**src/rtl/sdram_bank_sequencer.sv**
```systemverilog
// rtl/sdram_bank_sequencer.sv - per-bank PRE/ACT/RD/WR/BURST sequencer with open-row tracking
// Drives the enable generator's phase code, timer load pulse and down-counter.
module sdram_bank_sequencer #(
  parameter int T_RP      = 2,
  parameter int T_RCD     = 2,
  parameter int T_CAS     = 2,
  parameter int BURST_LEN = 4,
  parameter int ROW_W     = 12
) (
  input  logic             Clk,
  input  logic             Reset,
  input  logic             ReqValid,
  output logic             ReqReady,
  input  logic             ReqRw,
  input  logic [ROW_W-1:0] ReqRow,
  input  logic             BusySignal,
  output logic [2:0]       LdState,
  output logic             TimerLd,
  output logic [7:0]       TimerCount,
  output logic             RwState,
  output logic             Done,
  output logic             RowOpen
);

  typedef enum logic [2:0] {
    PH_PRE   = 3'b000,
    PH_ACT   = 3'b001,
    PH_WR    = 3'b010,
    PH_RD    = 3'b011,
    PH_BURST = 3'b100,
    PH_IDLE  = 3'b111
  } phase_e;

  phase_e           state_q;
  phase_e           first_phase_d;
  phase_e           next_phase_d;
  logic [7:0]       count_q;
  logic             tld_q;
  logic             rw_q;
  logic             done_q;
  logic             row_open_q;
  logic [ROW_W-1:0] open_row_q;
  logic [ROW_W-1:0] req_row_q;
  logic             row_hit;

  function automatic logic [7:0] load_of(input phase_e ph);
    case (ph)
      PH_PRE:        load_of = 8'(T_RP);
      PH_ACT:        load_of = 8'(T_RCD);
      PH_WR, PH_RD:  load_of = 8'(T_CAS);
      PH_BURST:      load_of = 8'(BURST_LEN);
      default:       load_of = 8'd0;
    endcase
  endfunction

  always_comb begin
    row_hit       = row_open_q && (ReqRow == open_row_q);
    first_phase_d = PH_ACT;
    if (row_hit)
      first_phase_d = ReqRw ? PH_WR : PH_RD;
    else if (row_open_q)
      first_phase_d = PH_PRE;

    next_phase_d = PH_IDLE;
    case (state_q)
      PH_PRE:        next_phase_d = PH_ACT;
      PH_ACT:        next_phase_d = rw_q ? PH_WR : PH_RD;
      PH_WR, PH_RD:  next_phase_d = PH_BURST;
      default:       next_phase_d = PH_IDLE;
    endcase
  end

  always_ff @(posedge Clk or posedge Reset) begin
    if (Reset) begin
      state_q    <= PH_IDLE;
      tld_q      <= 1'b0;
      count_q    <= 8'd0;
      rw_q       <= 1'b0;
      done_q     <= 1'b0;
      row_open_q <= 1'b0;
      open_row_q <= '0;
      req_row_q  <= '0;
    end else begin
      tld_q  <= 1'b0;
      done_q <= 1'b0;
      if (state_q == PH_IDLE) begin
        if (ReqValid) begin
          rw_q      <= ReqRw;
          req_row_q <= ReqRow;
          state_q   <= first_phase_d;
          tld_q     <= 1'b1;
          count_q   <= load_of(first_phase_d);
          if (first_phase_d == PH_ACT) begin
            row_open_q <= 1'b1;
            open_row_q <= ReqRow;
          end
        end
      end else if (!BusySignal) begin
        if (count_q != 8'd0) begin
          count_q <= count_q - 8'd1;
        end else if (next_phase_d == PH_IDLE) begin
          state_q <= PH_IDLE;
          done_q  <= 1'b1;
        end else begin
          state_q <= next_phase_d;
          tld_q   <= 1'b1;
          count_q <= load_of(next_phase_d);
          // PRE exit closes the row and ACT entry reopens it on the same edge
          if (next_phase_d == PH_ACT) begin
            row_open_q <= 1'b1;
            open_row_q <= req_row_q;
          end
        end
      end
    end
  end

  assign ReqReady   = (state_q == PH_IDLE);
  assign LdState    = state_q;
  assign TimerLd    = tld_q;
  assign TimerCount = count_q;
  assign RwState    = rw_q;
  assign Done       = done_q;
  assign RowOpen    = row_open_q;

endmodule

```
**config.mk**
```make
export PLATFORM = sky130hd
export DESIGN_NAME = sdram_bank_sequencer
export DESIGN_NICKNAME = d
export VERILOG_FILES = /design/src/rtl/sdram_bank_sequencer.sv
export SDC_FILE = /design/constraint.sdc
export NUM_CORES = 1
export LEC_CHECK = 0
export BUFFER_PORTS_ARGS = -buffer_cell sky130_fd_sc_hd__buf_2
export CAP_MARGIN = 20
export CORE_MARGIN = 2
export CORE_UTILIZATION = 30
export CTS_CLUSTER_SIZE = 16
export DETAILED_ROUTE_END_ITERATION = 8
export PLACE_DENSITY_LB_ADDON = 0.2
export SLEW_MARGIN = 30
export SYNTH_ARGS = -nofsm -noshare
export SYNTH_HDL_FRONTEND = slang
export SYNTH_SLANG_ARGS = --single-unit
```
**constraint.sdc**
```tcl
create_clock -name Clk -period 3 [get_ports Clk]
set_input_delay 0.6 -clock Clk [delete_from_list [all_inputs] [get_ports Clk]]
set_output_delay 0.6 -clock Clk [all_outputs]
set_load 0.01 [all_outputs]
```
==> metrics.txt, run 1 <==
area leader, netlist dfrtp_1; Setup Skew 0.00525 ns; antenna viol nets, final 0; GR Util All Layers 13.2%; most numerous cell in the Yosys netlist nand2_1; Switching Share 29.3%; status finished clean; Max Slew Vio Count 0; Syn Nets 220; Mapped Avg Cell Area 10.6 µm²; Syn Inst Count 201; EDFF count, synth 0; Core Rows 30; post-CTS setup buffer count 0; fin nets 255; Syn. warnings 0; CP Data Required Time 3.18 ns; Hold WC Path Type input port to asynchronous set/reset pin; Die W ~90 µm; Combinational Power Share 21.3%; post-synth cell types 43; Fin Setup TNS 0 ns; Hold Buf Count CTS 0; leak pwr 1.19 nW; FF+latch count, synth 39; post-route total power 1.53 mW; Top FF cell, synth dfrtp_1; worst-margin pin slew 0.737 ns; fmax approximately 400 MHz; CTS tree built; CTS buffer count 5; PwrDens 607 nW/µm²; fin util between 30 and 40%; routed len/inst 13.9 µm; 1st-pass router iterations 4; Final Hold Fails 0; CTS resizes 0; Peak VDD IR roughly 0.24 mV; IO buf count 32; min setup slack post-route 0.524 ns; CORE AREA 6830 µm²; Tcrit/Tclk final 82.5%; placed inst area 2380 µm²; Crit Path Category register to register; # IOs 33; htree depth 2; final non-filler cell area approximately 2500 µm²; min Tclk post-route 2.48 ns; clk slew on worst S/H paths 0.08 ns; Commonest cells post-synth nand2_1 (46), dfrtp_1 (36), mux2_2 (17); critical path launch point type register; vias per cell 4.75; Area Overhead vs Synth 17.6%; share of layout cells above drive strength 1 around a third; Die H roughly 88 µm; asr flop ratio synth 100%; hpwl dp 3230 µm; power share of the clock group ~34%; gr ovfl total 0; vias in the first global route about 1,500; Clock Sinks 39; CTS Root Buffer Type clkbuf_8; FILL cells 709; Routability Congestion 0.800; Seq pwr share between 40% and 50%; Die Area ~7800 µm²; register area share after synthesis approximately 46%; initial antenna violation count 0; first-pass GRT wire length 7850 µm; Iter 0 DRT Violations 64; # setup viols final 0; Clk Latency, worst-skew pair about 0.29 ns; largest net degree at the start of global routing 40; Starting Density 31.3%; Place WS 0.528 ns; multi-input combinational cell area 1060 µm²; critical path endpoint category register; Max Cap Violations 0; total area of sequential cells 980 µm²; Rel. slew slack about half; final wirelength 4630 µm; DRC Markers 0; Via Count approximately 1,600; Switch Pwr between 0.4 and 0.5 mW; cell internal pwr 1.08 mW; Antenna Cells 0; Clock Tree Buf Depth 2; RSZ-0062 raised after global routing no; synth top area cells dfrtp_1 (42%), mux2_2 (9.0%), nand2_1 (8.1%), mux2_4 (6.3%), xor2_1 (4.9%); Post-Synthesis Cell Area ~2100 µm²; CP Max Fanout 13; worst endpoint data arrival time 2.65 ns; area share of the leading cell type in the synthesized netlist 42.2%
power by group through the flow:
stage | sequential (mW) | combinational, mW | clock, mW
final | 0.678 | 0.324 | 0.524
after global routing | 0.693 | 0.365 | 0.561
after CTS | 0.677 | 0.328 | 0.541
after detailed placement | 0.687 | 0.326 | 0
after global placement | 0.686 | 0.326 | 0
after floorplan | 0.689 | 0.210 | 0
registers in the layout (all words and copies together) (netlist names):
name,flops
Done,1
LdState,3
RowOpen,1
RwState,1
TimerCount,8
TimerLd,1
open_row_q,12
req_row_q,12
routing by layer:
metal | wire length (µm) | track usage, % | share of wire [%] | vias to the layer above
met5 | 0 | 0 | 0 | -
met4 | 75 | 4.27 | 1.6 | 0
met3 | 191 | 3.45 | 4.1 | 7
met2 | 2110 | 19.6 | 45 | 30
met1 | 2260 | 18.7 | 49 | 766
li1 | - | - | - | 779
kinds of logic (layout without fill, tap and decap cells):
kind of cell    Yosys count  after routing  synth area share, %
flops                    39             39                 45.8
compound gates           25             25                 9.02
buf+inv                  16             52                 4.57
fa+ha+maj                 2              2                 1.17
xor+xnor                 12             12                 4.92
simple gates             80             80                 18.1
mux                      27             27                 16.3
critical path: stages, from the launching register on:
cell	delay [ns]
dfrtp_1	0.40
inv_1	0.11
ha_1	0.16
or3b_1	0.48
o32a_4	0.41
nor2_4	0.40
mux2_2	0.39
final timing paths:
check,start,slack [ns],depth (start not counted),to
max,TimerCount[0],0.52,6,open_row_q[3]
min,Reset,0.42,3,TimerCount[1]
max reg2reg,TimerCount[0],0.52,6,open_row_q[3]
min reg2reg,req_row_q[9],0.51,1,req_row_q[9]
max in group asynchronous,Reset,2.21,3,LdState[0]
min in group Clk,ReqRw,0.46,2,LdState[0]
area by class of cell:
type                            instances  share of cell area [%]
Inverter                                8                    1.20
Sequential cell                        39                    39.0
Clock buffer                            6                    2.89
Clock inverter                          2                    2.39
Tap cell                               96                    4.78
Multi-Input combinational cell        146                    42.2
Timing Repair Buffer                   36                    7.57
placed cells by master, fill, tap and decap left out, drive strengths merged, types with 3 or more instances in the layout:
| cell type | n |
|---|---|
| dfstp | 3 |
| nand3 | 5 |
| a211oi | 4 |
| a31oi | 5 |
| clkbuf | 6 |
| nor2 | 10 |
| buf | 36 |
| nor3 | 4 |
| xor2 | 12 |
| mux2 | 26 |
| nand2 | 46 |
| dfrtp | 36 |
| o21ai | 3 |
| inv | 7 |
| nor4 | 5 |
metrics by stage:
stage                     hold slack (ns)  cells
after floorplan                     0.479    201
after global placement              0.489    325
after detailed placement            0.493    325
after CTS                           0.441    333
after global routing                0.476    333
final                               0.418    333
(Power assumes the default switching activity.)
==> run 2, diff against run 1 <==
==> constraint.sdc (replaced) <==
create_clock -name Clk -period 2.15 [get_ports Clk]
set_input_delay 0.43 -clock Clk [delete_from_list [all_inputs] [get_ports Clk]]
set_output_delay 0.43 -clock Clk [all_outputs]
set_load 0.01 [all_outputs]
==> run 2 against run 1 <==
Die area unchanged. Sequential power up 35%. Cell count up 5.4%. Utilization up 2.9 points. Register-to-register slack worse by 0.44 ns. Hold slack worse by 0.17 ns. Maximum frequency up 20%. Global-route usage up 0.61 points. Critical endpoint is now open_row_q[10]. Critical path type unchanged. Worst setup slack worse by 0.44 ns. Non-clock buffer count up 18. Largest cell class unchanged. Sequential cell count unchanged.
==> metrics.txt, run 2 (synthesis results as in run 1) <==
fin nets 273 (+7.1%); worst-margin pin slew 0.580 ns (-0.157 ns); Peak VDD IR 0.321 mV (+34%); # IOs 33 (unchanged); Core Rows 30 (unchanged); Cell Chain, Critical Path or4_4 -> o32a_4 -> nor2_4 -> clkbuf_16 -> mux2_4; GR Util All Layers 13.8% (+0.61 points); final wirelength 4980 µm (+7.6%); final non-filler cell area 2710 µm² (+7.8%); first-pass GRT wire length 8340 µm (+6.2%); Hold Buf Count CTS 0 (unchanged); # setup viols final 0 (unchanged); placed inst area 2510 µm² (+5.5%); Setup Skew 0.00891 ns (+0.00366 ns); CORE AREA 6830 µm² (unchanged); antenna viol nets, final 0 (unchanged); Starting Density 31.3% (unchanged); CP Max Fanout 6 (-7); leak pwr 1.29 nW (+8.5%); vias in the first global route 1,694 (+10%); CTS buffer count 5 (unchanged); Clock Sinks 39 (unchanged); Place WS 0.0505 ns (-0.478 ns); fmax 485 MHz (+20%); vias per cell 4.69 (-1.4%); critical path endpoint category register; share of layout cells above drive strength 1 40.4% (+6.6 points); CTS Root Buffer Type clkbuf_8; post-route total power 2.24 mW (+47%); commonest non-fill, non-tap cell in the layout nand2_1; gr ovfl total 0 (unchanged); Max Cap Violations 0 (unchanged); Iter 0 DRT Violations 68 (+6.3%); Die Area 7810 µm² (unchanged); htree depth 2 (unchanged); Area Overhead vs Synth 26.8%; Via Count 1,645 (+4.0%); IO buf count 32 (unchanged); FILL cells 709 (unchanged); Die H 88.4 µm (unchanged); Hold WC Path Type input port to asynchronous set/reset pin; Routability Congestion 0.781 (-2.3%); largest net degree at the start of global routing 40 (unchanged); most frequent cells in the layout nand2_1 (46), dfrtp_1 (36), buf_2 (32), buf_4 (19), mux2_2 (17); Die W 88.4 µm (unchanged); Clk Latency, worst-skew pair 0.29 ns (about the same); critical path launch point type register; min Tclk post-route 2.06 ns (-0.414 ns); Final Hold Fails 0 (unchanged); largest delay contributor family on the critical path simple AND/OR/NAND/NOR gates; Crit Path Category register to register; routed len/inst 14.2 µm (+2.0%); PwrDens 827 nW/µm² (+36%); RSZ-0062 raised after global routing no; Crit-path slowest cell or4_4; worst endpoint data arrival time 2.23 ns (-0.42 ns); Clock Tree Buf Depth 2 (unchanged); Worst Path Buf+Inv 1 (unchanged); Antenna Cells 0 (unchanged); CP Data Required Time 2.32 ns (-0.86 ns); clk slew on worst S/H paths 0.08 ns (about the same); status finished clean; Rel. slew slack 61.3% (+11 points); min setup slack post-route 0.0883 ns (-0.436 ns); Tcrit/Tclk final 95.9% (+13 points); DRC Markers 0 (unchanged); hpwl dp 3530 µm (+9.4%); 1st-pass router iterations 4 (unchanged); CTS tree built; initial antenna violation count 0 (unchanged); Max Slew Vio Count 0 (unchanged); Worst path max stage delay 0.54 ns (+0.06 ns)
## run 2: changes by cell type in the layout (fill, tap and decap cells not counted)
cell        change
inv_1           -2
buf_12          +2
ha_1            -1
inv_2           +2
clkbuf_16       +1
buf_4          +15
clkinvlp_4      +1
clkinv_1        -1
or3b_4          +1
or3b_1          -1
ha_4            +1
## run 2: path summary, 6_finish.rpt
kind / from / endpoint / slack [ns] / cells after the start
setup / recovery: TimerCount[3] / open_row_q[10] / 0.09 / 5
hold reg to reg: req_row_q[1] / req_row_q[1] / 0.51 / 1
hold / removal: Reset / open_row_q[6] / 0.25 / 3
min in group Clk: ReqRw / LdState[0] / 0.31 / 2
setup reg to reg: TimerCount[3] / open_row_q[10] / 0.09 / 5
max in group asynchronous: Reset / LdState[0] / 1.53 / 3
## run 2: repair_timing
| item | CTS | global route |
|---|---|---|
| hold endpoints to repair | 0 | 0 |
| setup buffers | 0 | 3 |
| setup endpoints to repair | 0 | 13 |
| resized for setup | 0 | 5 |
## run 2: cell type report
cell class,instances,area [µm²],area share (%)
multi-input cells,146,1070,39.7
flip-flops and latches,39,980,36.2
repair buffers,54,368,13.6
well taps,96,120,4.43
inverters,8,33.8,1.25
clock buffers,6,72.6,2.68
clock inverters,2,60.1,2.22
## run 2: stage by stage
| stage | hold slack (ns) | TNS (ns) | cells | utilization, % |
|---|---|---|---|---|
| floorplan | 0.479 | -0.608 | 201 | - |
| global placement | 0.489 | 0 | 339 | 36.7 |
| detailed placement | 0.493 | 0 | 339 | 36.7 |
| CTS | 0.268 | 0 | 347 | 38.7 |
| global route | 0.299 | 0 | 351 | 39.7 |
| finish | 0.251 | 0 | 351 | 39.7 |
## run 2: worst reg2reg max path, cell delays in order, from the launching register on
cell	delay, ns
dfrtp_1	0.39
or4_4	0.54
o32a_4	0.38
nor2_4	0.16
clkbuf_16	0.18
mux2_4	0.29
## run 2: power breakdown
group	internal (mW)	leakage, nW	switching, mW	total, mW
clock	0.464	0.0654	0.263	0.727
combinational	0.290	0.736	0.310	0.600
sequential	0.831	0.488	0.0832	0.914
total	1.59	1.29	0.656	2.24
## run 2: layer usage
layer	GRT usage [%]	part of all wire, %
met2	22.8	48
met4	3.31	0.76
met5	0	0
met3	3.08	4.5
met1	18.4	47
==> run 3, diff against run 2 <==
--- a/config.mk
+++ b/config.mk
@@ -9,6 +9,7 @@
 export CAP_MARGIN = 20
 export CORE_MARGIN = 2
 export CORE_UTILIZATION = 30
+export CTS_BUF_LIST = sky130_fd_sc_hd__clkbuf_8
 export CTS_CLUSTER_SIZE = 16
 export DETAILED_ROUTE_END_ITERATION = 8
 export PLACE_DENSITY_LB_ADDON = 0.2
==> run 3 against run 2 <==
Hold slack stayed put. Via count stayed put. Critical path depth stayed put. Cell area stayed put. Critical path type unchanged. Critical endpoint unchanged. Highest routed layer unchanged.
==> metrics.txt, run 3 (synthesis results as in run 1) <==
# IOs 33 (unchanged); Die W 88.4 µm (unchanged); FILL cells 709 (unchanged); CTS buffer count 5 (unchanged); IO buf count 32 (unchanged); CP Data Required Time 2.32 ns (about the same); Max Slew Vio Count 0 (unchanged); hpwl dp 3530 µm (unchanged); Setup Skew 0.00930 ns (+0.000390 ns); Via Count 1,645 (unchanged); Fin Setup TNS 0 ns (unchanged); CORE AREA 6830 µm² (unchanged); routed len/inst 14.2 µm (unchanged); CTS Root Buffer Type clkbuf_8; 1st-pass router iterations 4 (unchanged); Die H 88.4 µm (unchanged); Peak VDD IR 0.321 mV (about the same); DRC Markers 0 (unchanged); Area Overhead vs Synth 26.8% (unchanged); htree depth 2 (unchanged); first-pass GRT wire length 8340 µm (unchanged); Cell Chain, Critical Path or4_4 -> o32a_4 -> nor2_4 -> clkbuf_16 -> mux2_4; commonest non-fill, non-tap cell in the layout nand2_1; CP Max Fanout 6 (unchanged); Hold Buf Count CTS 0 (unchanged); antenna viol nets, final 0 (unchanged); largest delay contributor family on the critical path simple AND/OR/NAND/NOR gates; critical path endpoint category register; Rel. slew slack 61.3% (unchanged); Hold WC Path Type input port to asynchronous set/reset pin; worst endpoint data arrival time 2.23 ns (about the same); worst-margin pin slew 0.580 ns (unchanged); fin util 39.7% (unchanged); status finished clean; Clock Tree Buf Depth 2 (unchanged); Tcrit/Tclk final 95.9% (about the same); Routability Congestion 0.781 (unchanged); Worst Path Buf+Inv 1 (unchanged); Starting Density 31.3% (unchanged); clk slew on worst S/H paths 0.08 ns (about the same); Antenna Cells 0 (unchanged); vias per cell 4.69 (unchanged); # setup viols final 0 (unchanged); gr ovfl total 0 (unchanged); Core Rows 30 (unchanged); Die Area 7810 µm² (unchanged); Hold Worst Slack 0.251 ns (unchanged); Clk Latency, worst-skew pair 0.29 ns (about the same); Crit-path slowest cell or4_4; Crit Path Category register to register; largest net degree at the start of global routing 40 (unchanged); share of layout cells above drive strength 1 40.4% (unchanged); initial antenna violation count 0 (unchanged); Worst path max stage delay 0.54 ns (about the same); min Tclk post-route 2.06 ns (+0.000000400 ns); final wirelength 4980 µm (unchanged); fmax 485 MHz (unchanged); Clock Sinks 39 (unchanged); GR Util All Layers 13.8% (unchanged); vias in the first global route 1,694 (unchanged); leak pwr 1.29 nW (+0.32%); RSZ-0062 raised after global routing no; Final Hold Fails 0 (unchanged); PwrDens 826 nW/µm² (-0.19%); most frequent cells in the layout nand2_1 (46), dfrtp_1 (36), buf_2 (32), buf_4 (19), mux2_2 (17); CTS tree built; Max Cap Violations 0 (unchanged); fin nets 273 (unchanged); critical path launch point type register; Iter 0 DRT Violations 68 (unchanged)
==> run 3: cell types whose count changed in the layout (fill, tap and decap cells not counted) <==
cell	delta
clkbuf_1	-1
inv_1	+1
==> run 3: area by class of cell <==
type / instances / area (µm²) / share of cell area (%)
timing repair buffer: 54 / 368 / 13.6
sequential: 39 / 980 / 36.2
clock inverter: 3 / 63.8 / 2.36
inverter: 8 / 33.8 / 1.25
clock buffer: 5 / 68.8 / 2.54
tap: 96 / 120 / 4.43
multi-input combinational: 146 / 1070 / 39.7
==> run 3: worst reg2reg max path, cell delays in order (launching register included) <==
cell and delay [ns]:
dfrtp_1 0.39, or4_4 0.54, o32a_4 0.38, nor2_4 0.16, clkbuf_16 0.18, mux2_4 0.29
==> run 3: where the power goes <==
group	total (mW)	switching (mW)	internal [mW]
clock network	0.723	0.263	0.460
registers	0.914	0.0832	0.831
logic	0.600	0.310	0.290
==> run 3: final timing paths <==
path / from / slack [ns] / to / depth (start not counted)
setup / recovery: TimerCount[3] / 0.09 / open_row_q[10] / 5
hold / removal: Reset / 0.25 / open_row_q[6] / 3
setup reg to reg: TimerCount[3] / 0.09 / open_row_q[10] / 5
hold reg to reg: req_row_q[1] / 0.51 / req_row_q[1] / 1
max in group asynchronous: Reset / 1.53 / LdState[0] / 3
min in group Clk: ReqRw / 0.31 / LdState[0] / 2
==> run 3: layer usage <==
metal	GRT usage [%]	vias up	part of all wire, %
met5	0	-	0
met4	3.31	0	0.76
li1	-	815	-
met2	22.8	37	48
met1	18.4	788	47
met3	3.08	5	4.5
==> run 3: what timing repair did <==
action / 4_1_cts / 5_1_grt
setup endpoints to repair: 0 / 13
setup buffers: 0 / 3
gates resized for setup: 0 / 5
==> run 3: through the flow <==
stage | area, µm² | worst slack (ns) | power (mW) | std cells
floorplan | 2140 | -0.0676 | 1.26 | 201
global placement | 2510 | 0.0467 | 1.50 | 339
detailed placement | 2510 | 0.0505 | 1.51 | 339
CTS | 2640 | 0.0139 | 2.24 | 347
global route | 2710 | 0.00902 | 2.39 | 351
finish | 2710 | 0.0883 | 2.24 | 351
